File: config.mk
export PLATFORM = sky130hd
export DESIGN_NAME = sreg_load_ctrl_flat
export DESIGN_NICKNAME = d
export VERILOG_FILES = /design/src/rtl/sreg_load_ctrl_if.sv /design/src/rtl/sreg_load_ctrl.sv /design/src/flat_wrapper.sv
export SDC_FILE = /design/constraint.sdc
export NUM_CORES = 1
export LEC_CHECK = 0
export CORE_MARGIN = 1.5
export CORE_UTILIZATION = 45
export CTS_BUF_LIST = sky130_fd_sc_hd__clkbuf_8 sky130_fd_sc_hd__clkbuf_16
export DETAILED_ROUTE_END_ITERATION = 16
export GPL_TIMING_DRIVEN = 1
export PLACE_DENSITY = 0.8
export SLEW_MARGIN = 15
export SYNTH_ARGS = -nofsm -noshare
export SYNTH_HDL_FRONTEND = slang
export SYNTH_SLANG_ARGS = --single-unit
File: constraint.sdc
create_clock -name clk -period 1.4 [get_ports clk]
set_input_delay 0.28 -clock clk [delete_from_list [all_inputs] [get_ports clk]]
set_output_delay 0.28 -clock clk [all_outputs]
set_load 0.05 [all_outputs]
File: src/rtl/sreg_load_ctrl_if.sv
// Handshake and shift-register drive bundle for sreg_load_ctrl.
//   master : upstream word source plus shift-register side (drives load_data/load_valid,
//            observes load_ready, sin, shift_en, latch, busy, done)
//   slave  : the controller itself
interface sreg_load_ctrl_if #(
  parameter int unsigned N = 4
);
  logic [N-1:0] load_data;
  logic         load_valid;
  logic         load_ready;
  logic         sin;
  logic         shift_en;
  logic         latch;
  logic         busy;
  logic         done;

  modport master (
    output load_data, load_valid,
    input  load_ready, sin, shift_en, latch, busy, done
  );

  modport slave (
    input  load_data, load_valid,
    output load_ready, sin, shift_en, latch, busy, done
  );
endinterface

File: src/rtl/sreg_load_ctrl.sv
// Sequencer for the display-path serial-in shift register.
// Accepts a parallel word on a valid/ready handshake, shifts it out MSB-first on
// sin (one bit per shift_en strobe, each bit held for DIV clk cycles), then pulses
// latch/done so the downstream register updates atomically.
// Ports:
//   clk  - system clock, all logic on posedge
//   rst  - synchronous active-high reset
//   bus  - sreg_load_ctrl_if.slave: load_data/load_valid/load_ready handshake,
//          sin/shift_en/latch to the shift register, busy/done status
module sreg_load_ctrl #(
  parameter int unsigned N   = 4,
  parameter int unsigned DIV = 1
) (
  input logic             clk,
  input logic             rst,
  sreg_load_ctrl_if.slave bus
);

  if (DIV == 0) begin : g_div_check
    $error("sreg_load_ctrl: DIV must be >= 1");
  end

  localparam int unsigned BW = $clog2(N + 1);
  localparam int unsigned DW = (DIV > 1) ? $clog2(DIV) : 1;
  localparam logic [DW-1:0] DIV_LAST = DW'(DIV - 1);

  typedef enum logic [1:0] {IDLE, SHIFT, LATCH} state_t;

  state_t        state;
  logic [N-1:0]  shadow;
  logic [BW-1:0] bit_cnt;
  logic [DW-1:0] div_cnt;
  logic [DW-1:0] div_inc;

  assign div_inc = div_cnt + DW'(1);

  // sin comes straight from the shadow MSB; it is zero in LATCH and after reset
  // because the shadow is then empty.
  assign bus.sin = shadow[N-1];

  // Strobe outputs are registered: each is loaded with the value it must have in
  // the state being entered, which keeps shift_en == (SHIFT && div_cnt == DIV-1).
  always_ff @(posedge clk) begin
    if (rst) begin
      state          <= IDLE;
      shadow         <= '0;
      bit_cnt        <= '0;
      div_cnt        <= '0;
      bus.load_ready <= 1'b1;
      bus.busy       <= 1'b0;
      bus.shift_en   <= 1'b0;
      bus.latch      <= 1'b0;
      bus.done       <= 1'b0;
    end else begin
      case (state)
        IDLE: begin
          if (bus.load_valid) begin
            shadow         <= bus.load_data;
            bit_cnt        <= BW'(N);
            div_cnt        <= '0;
            state          <= SHIFT;
            bus.load_ready <= 1'b0;
            bus.busy       <= 1'b1;
            bus.shift_en   <= (DIV == 1);
          end
        end
        SHIFT: begin
          if (bus.shift_en) begin
            div_cnt <= '0;
            shadow  <= {shadow[N-2:0], 1'b0};
            bit_cnt <= bit_cnt - BW'(1);
            if (bit_cnt == BW'(1)) begin
              state        <= LATCH;
              bus.shift_en <= 1'b0;
              bus.latch    <= 1'b1;
              bus.done     <= 1'b1;
            end else begin
              bus.shift_en <= (DIV == 1);
            end
          end else begin
            div_cnt      <= div_inc;
            bus.shift_en <= (div_inc == DIV_LAST);
          end
        end
        LATCH: begin
          state          <= IDLE;
          bus.latch      <= 1'b0;
          bus.done       <= 1'b0;
          bus.busy       <= 1'b0;
          bus.load_ready <= 1'b1;
        end
        default: begin
          state          <= IDLE;
          bus.shift_en   <= 1'b0;
          bus.latch      <= 1'b0;
          bus.done       <= 1'b0;
          bus.busy       <= 1'b0;
          bus.load_ready <= 1'b1;
        end
      endcase
    end
  end

endmodule

File: src/flat_wrapper.sv
// flat-port wrapper written by rule: the top's interface ports become plain ports
module sreg_load_ctrl_flat 
#(
  parameter int unsigned N   = 4,
  parameter int unsigned DIV = 1
)
  (clk, rst, bus_load_data, bus_load_valid, bus_load_ready, bus_sin, bus_shift_en, bus_latch, bus_busy, bus_done);
  sreg_load_ctrl_if #(.N(N)) bus_i ();
  input logic clk;
  input logic rst;
  input wire logic [$bits(bus_i.load_data)-1:0] bus_load_data;
  input wire logic [$bits(bus_i.load_valid)-1:0] bus_load_valid;
  output wire logic [$bits(bus_i.load_ready)-1:0] bus_load_ready;
  output wire logic [$bits(bus_i.sin)-1:0] bus_sin;
  output wire logic [$bits(bus_i.shift_en)-1:0] bus_shift_en;
  output wire logic [$bits(bus_i.latch)-1:0] bus_latch;
  output wire logic [$bits(bus_i.busy)-1:0] bus_busy;
  output wire logic [$bits(bus_i.done)-1:0] bus_done;
  assign bus_i.load_data = bus_load_data;
  assign bus_i.load_valid = bus_load_valid;
  assign bus_load_ready = bus_i.load_ready;
  assign bus_sin = bus_i.sin;
  assign bus_shift_en = bus_i.shift_en;
  assign bus_latch = bus_i.latch;
  assign bus_busy = bus_i.busy;
  assign bus_done = bus_i.done;
  sreg_load_ctrl #(.N(N), .DIV(DIV)) u_core (.clk(clk), .rst(rst), .bus(bus_i));
endmodule
==> results of run 1 <==
-- layout make-up --
class,instances,area [sq um]
fill,107,407.9
multi-input combinational,48,314.1
sequential,14,281.5
timing repair buffer,17,217.7
clock buffer,4,55.05
inverter,6,22.52
tap,15,18.77
-- worst min-delay path, delay by kind of cell (launching register included) --
kind	cells	cell delay (ps)
DFF	1	320
and+or+nand+nor	1	60
AOI/OAI and AO/OA	1	60
-- registers in the layout, indices dropped and copies added, names as in the netlist --
| register | flops |
|---|---|
| u_core.bit_cnt | 3 |
| u_core.bus.busy | 1 |
| u_core.bus.done | 1 |
| u_core.bus.load_ready | 1 |
| u_core.bus.shift_en | 1 |
| u_core.div_cnt | 1 |
| u_core.shadow | 4 |
| u_core.state | 2 |
-- how the worst max path moves through the flow --
stage,from,end,slack (ps),cells after the start
after floorplan,u_core.bus.shift_en,u_core.bit_cnt[1],160,4
after global placement,bus_load_valid,u_core.shadow[1],-30,4
after detailed placement,bus_load_valid,u_core.shadow[2],-120,4
after CTS,u_core.bit_cnt[0],u_core.bit_cnt[1],70,4
after global routing,u_core.bit_cnt[0],u_core.bit_cnt[1],20,4
final,u_core.bit_cnt[0],u_core.bit_cnt[1],70,4
-- cell usage after synthesis (all sizes together) --
cell / instances
buf: 3
nand4b: 1
and4b: 1
dfxtp: 14
nor4: 2
clkbuf: 1
o21bai: 1
nor2b: 2
o21ai: 2
nor4bb: 1
nand2b: 1
nand2: 5
ha: 2
a21oi: 7
nor2: 4
a211o: 1
o221a: 3
inv: 6
a31oi: 4
and2b: 2
or3: 1
nand3b: 2
a21o: 1
a22oi: 1
nor3: 3
a32oi: 1
-- through the flow --
stage                     setup slack, ps  hold slack (ps)  utilization
after floorplan                     156.2            378.6            -
after global placement             -29.85            475.9       0.6486
after detailed placement           -116.9            485.9       0.6486
after CTS                           65.55            498.0       0.6904
after global routing                18.71            520.7       0.6904
final                               74.06            497.6       0.6904
-- power by group --
| group | internal (uW) | switching (uW) |
|---|---|---|
| clock | 248 | 137 |
| sequential | 427 | 33.4 |
| combinational | 102 | 94.8 |
-- placed cells by master (no fill, tap or decap) --
master and count:
a211o_1 1, a21o_1 1, a21oi_1 7, a22oi_1 1, a31oi_1 4, a32oi_1 1, and2b_1 2, and4b_1 1
buf_12 6, buf_4 5, clkbuf_8 4, clkdlybuf4s50_1 6, dfxtp_1 13, dfxtp_2 1, ha_1 2, inv_1 6
nand2_1 5, nand2b_1 1, nand3b_1 2, nand4b_1 1, nor2_1 4, nor2b_1 2, nor3_1 3, nor4_1 2
nor4bb_1 1, o21ai_0 2, o21bai_1 1, o221a_2 3, or3_1 1
-- routing by layer --
layer	GRT usage	vias to the layer above	wire, um
li1	-	295	-
met1	0.2739	275	708
met2	0.3867	6	756
met3	0.05978	2	44
met4	0.07500	0	13
met5	0	-	0
-- cell families (layout without fill, tap and decap cells) --
kind of cell             Yosys count  in the layout  share of synthesized area
adder cells (fa/ha/maj)            2              2                    0.03868
buffers and inverters             10             27                    0.08122
flip-flops                        14             14                     0.4333
AO/OA/AOI/OAI                     21             21                     0.2224
AND/OR/NAND/NOR                   25             25                     0.2244
==> reports/qor.yml, run 1 <==
status: "finished clean"
final_hold_viol_count: 0
cpPeakStageDelay_ps: 390
post_cts_buffers: 0
setup_viol: 0
io_buffers: 12
path_max_fanout: 5
synth_fp_nets: 81
cts.htree.levels: 1
min_path_type: "reg2reg"
viasPerCell: 5.558
track_usage: 0.2277
placed_cells: 100
worstPathRequired_ps: 1560
p_leak_uw: 0.0003674
chipHeight_um: 40.92
hold_buffers: 0
rsz0062_at_grt: "no"
clock_latency_ps: 240
firstDrtPassIters: 4
skew_ps: 3.082
period_needed_ps: 1326
dpl.hpwl_mm: 1.134
yosysTopAreaCell: "dfxtp_1"
cellPowerDensity_nw_per_um2: 1146
dpl_cell_area_sq_um: 854.6
synth.distinct_cells: 27
slew_violations: 0
grt.overflow.total: 0
yosysTopAreaCellShare: 0.4333
synth_seq_cells: 14
num_antenna_cells: 0
cp-end-kind: "flip-flop"
die_w_um: 40.92
finalNetCount: 99
cp-start-kind: "flip-flop"
antenna_found_initial: 0
cts_root_buffer: "clkbuf_8"
rows: 13
drcViolationCount: 0
vias: 578
path_clk_slew_ps: 60
hold_path_depth: 2
dieArea_sq_um: 1674
ios: 13
cts_resized: 0
layout-drive-gt1-share: 0.2135
max_freq_mhz: 754.2
maxCapViolCount: 0
grt_pass1_wl_mm: 2.463
power.total_uw: 1043
r2r_slack_ps: 70
peakVddDrop_uv: 747.6
critical_path_class: "reg2reg"
ant_nets: 0
max_slew_margin: 0.7259
worstHoldStart: "u_core.bit_cnt[1]"
cts_buffers: 3
fin_cells: 104
synthCells: 72
gp_congestion: 0.7769
fin_tns_setup_ps: 0
period_share: 0.9471
grt_max_degree: 12
cts_tree: "done"
path_buf_inv: 1
regToRegStartpoint: "u_core.bit_cnt[0]"
worst_pin_slew_ps: 409.9
crit_chain: "inv_1 > ha_1 > or3_1 > a31oi_1"
yosysSeqAreaShare: 0.4333
synth_warnings: 0
clock_sinks: 14
cp_slowest_cell: "dfxtp_1"
grt_pass1_vias: 569
cp.arrival_ps: 1490
synth_area_leaders: "dfxtp_1 (43%), a21oi_1 (5.4%), o221a_2 (5.2%)"
drt-total-wl_mm: 1.522
min_to: "u_core.bit_cnt[1]"
coreArea_sq_um: 1318
syn_avg_cell_area_sq_um: 8.984
syn_area_sq_um: 646.9
timing.rr.end: "u_core.bit_cnt[1]"
design_area_sq_um: 909.6
wl_per_cell_um: 14.63
drt_iter0_drc: 14
clk_path_buf_depth: 2
rr_worst_depth: 4
syn_to_final_growth_pct: 40.62
initial_utilization: 0.4910
critical-path-top-delay-family: "flip-flops"
Power figures use the tool's default switching activity.
==> inputs of run 2 (changes only) <==
CORE_MARGIN = 4   (was 1.5)
CTS_CLUSTER_DIAMETER = 30   (was not set)
==> reports/qor.yml, run 2 (same netlist as run 1, synthesis figures left out) <==
cpPeakStageDelay_ps: 390  # about the same
dieArea_sq_um: 2108  # +26%
wl_per_cell_um: 13.56  # -7.3%
num_antenna_cells: 0  # unchanged
vias: 567  # -1.9%
cp-start-kind: "flip-flop"
critical-path-top-delay-family: "flip-flops"
rows: 13  # unchanged
grt_pass1_vias: 554  # -2.6%
coreArea_sq_um: 1334  # +1.2%
timing.rr.end: "u_core.bit_cnt[1]"
clock_latency_ps: 240  # about the same
drcViolationCount: 0  # unchanged
layout-drive-gt1-share: 0.2045  # -0.008938
max_freq_mhz: 759.1  # +0.65%
fin_ws_ps: 82.69  # +8.624 ps
cts_root_buffer: "clkbuf_8"
cts_buffers: 3  # unchanged
slew_violations: 0  # unchanged
post_cts_buffers: 0  # unchanged
clock_sinks: 14  # unchanged
cts_tree: "done"
worst_pin_slew_ps: 359.2  # -50.66 ps
place_ws_ps: -41.19  # +75.71 ps
clk_path_buf_depth: 2  # unchanged
layout_commonest_cell: "dfxtp_1"
rsz0062_at_grt: "no"
path_buf_inv: 1  # unchanged
path_clk_slew_ps: 60  # about the same
dpl.hpwl_mm: 1.001  # -12%
rr_worst_depth: 4  # unchanged
period_needed_ps: 1317  # -8.624 ps
finalNetCount: 98  # -1.0%
grt_pass1_wl_mm: 2.408  # -2.2%
status: "finished clean"
mostFrequentLayoutCells: "dfxtp_1 (13), a21oi_1 (7), inv_1 (6), clkdlybuf4s50_1 (6), buf_12 (6)"
maxCapViolCount: 0  # unchanged
holdWs_ps: 500.3  # +2.642 ps
initial_utilization: 0.4850  # -0.005987
viasPerCell: 5.505  # -0.95%
regToRegStartpoint: "u_core.bit_cnt[0]"
largest_register_ffs: 4  # unchanged
fin_tns_setup_ps: 0  # unchanged
cellPowerDensity_nw_per_um2: 1159  # +1.1%
min_path_type: "reg2reg"
ios: 13  # unchanged
worstHoldStart: "u_core.bit_cnt[1]"
track_usage: 0.1576  # -0.07013
r2r_slack_ps: 80  # about the same
hold_path_depth: 2  # unchanged
io_buffers: 12  # unchanged
syn_to_final_growth_pct: 39.46
period_share: 0.9409  # -0.006160
hold_buffers: 0  # unchanged
p_leak_uw: 0.0003624  # -1.4%
peakVddDrop_uv: 919.2  # +23%
ant_nets: 0  # unchanged
die_w_um: 45.92  # +12%
fillCellCount: 111  # +3.7%
drt-total-wl_mm: 1.397  # -8.2%
setup_viol: 0  # unchanged
firstDrtPassIters: 4  # unchanged
cp_slowest_cell: "dfxtp_1"
crit_chain: "inv_1 > ha_1 > or3_1 > a31oi_1"
largest_registers: "u_core.shadow: 4 flops, u_core.bit_cnt: 3 flops, u_core.state: 2 flops"
max_slew_margin: 0.7600  # +0.03414
grt_max_degree: 12  # unchanged
cts_resized: 0  # unchanged
worstPathRequired_ps: 1570  # about the same
cts.htree.levels: 1  # unchanged
final_hold_viol_count: 0  # unchanged
utilization: 0.6764  # -0.01405
min_to: "u_core.bit_cnt[1]"
grt.overflow.total: 0  # unchanged
critical_path_class: "reg2reg"
antenna_found_initial: 0  # unchanged
largest_register: "u_core.shadow"
chipHeight_um: 45.92  # +12%
cp.arrival_ps: 1490  # about the same
cp-end-kind: "flip-flop"
gp_congestion: 0.8321  # +7.1%
skew_ps: 0.5645  # -2.518 ps
power.total_uw: 1045  # +0.25%
drt_iter0_drc: 6  # -8
path_max_fanout: 5  # unchanged
## run 2: report_power, final
part           total, uW  switching (uW)  internal [uW]
combinational        190            90.7           99.0
clock                395             146            249
sequential           461            33.4            427
total               1050             270            775
## run 2: how the worst max path moves through the flow
stage	cells after the start	start	endpoint	slack, ps
final	4	u_core.bit_cnt[0]	u_core.bit_cnt[1]	80
after global routing	4	u_core.bit_cnt[0]	u_core.bit_cnt[1]	9
after CTS	4	u_core.bit_cnt[0]	u_core.bit_cnt[1]	70
after detailed placement	4	bus_load_valid	u_core.shadow[2]	-40
after global placement	4	bus_load_valid	u_core.bit_cnt[2]	-20
after floorplan	4	u_core.bus.shift_en	u_core.bit_cnt[1]	160
## run 2: layout make-up
cell class | instances | area [sq um] | area share
timing repair buffer | 16 | 210.2 | 0.2330
clock buffer | 4 | 55.05 | 0.06103
tap | 15 | 18.77 | 0.02080
multi-input combinational | 48 | 314.1 | 0.3481
inverter | 6 | 22.52 | 0.02497
sequential | 14 | 281.5 | 0.3121
## run 2: per-stage QoR
stage	cell area (sq um)	instances
after floorplan	648.1	72
after global placement	847.1	99
after detailed placement	847.1	99
after CTS	902.1	103
after global routing	902.1	103
final	902.1	103
## run 2: metal layers
layer  vias up  routed length (um)  track usage
li1        294                   -            -
met1       260                 655       0.1967
met2        13                 645       0.2637
met3         0                  96      0.05929
met4         0                   0      0.01705
met5         -                   0            0
## run 2: worst register-to-register path: stages, from the launching register on
cell	delay [ps]
dfxtp_1	390
inv_1	60
ha_1	270
or3_1	360
a31oi_1	170
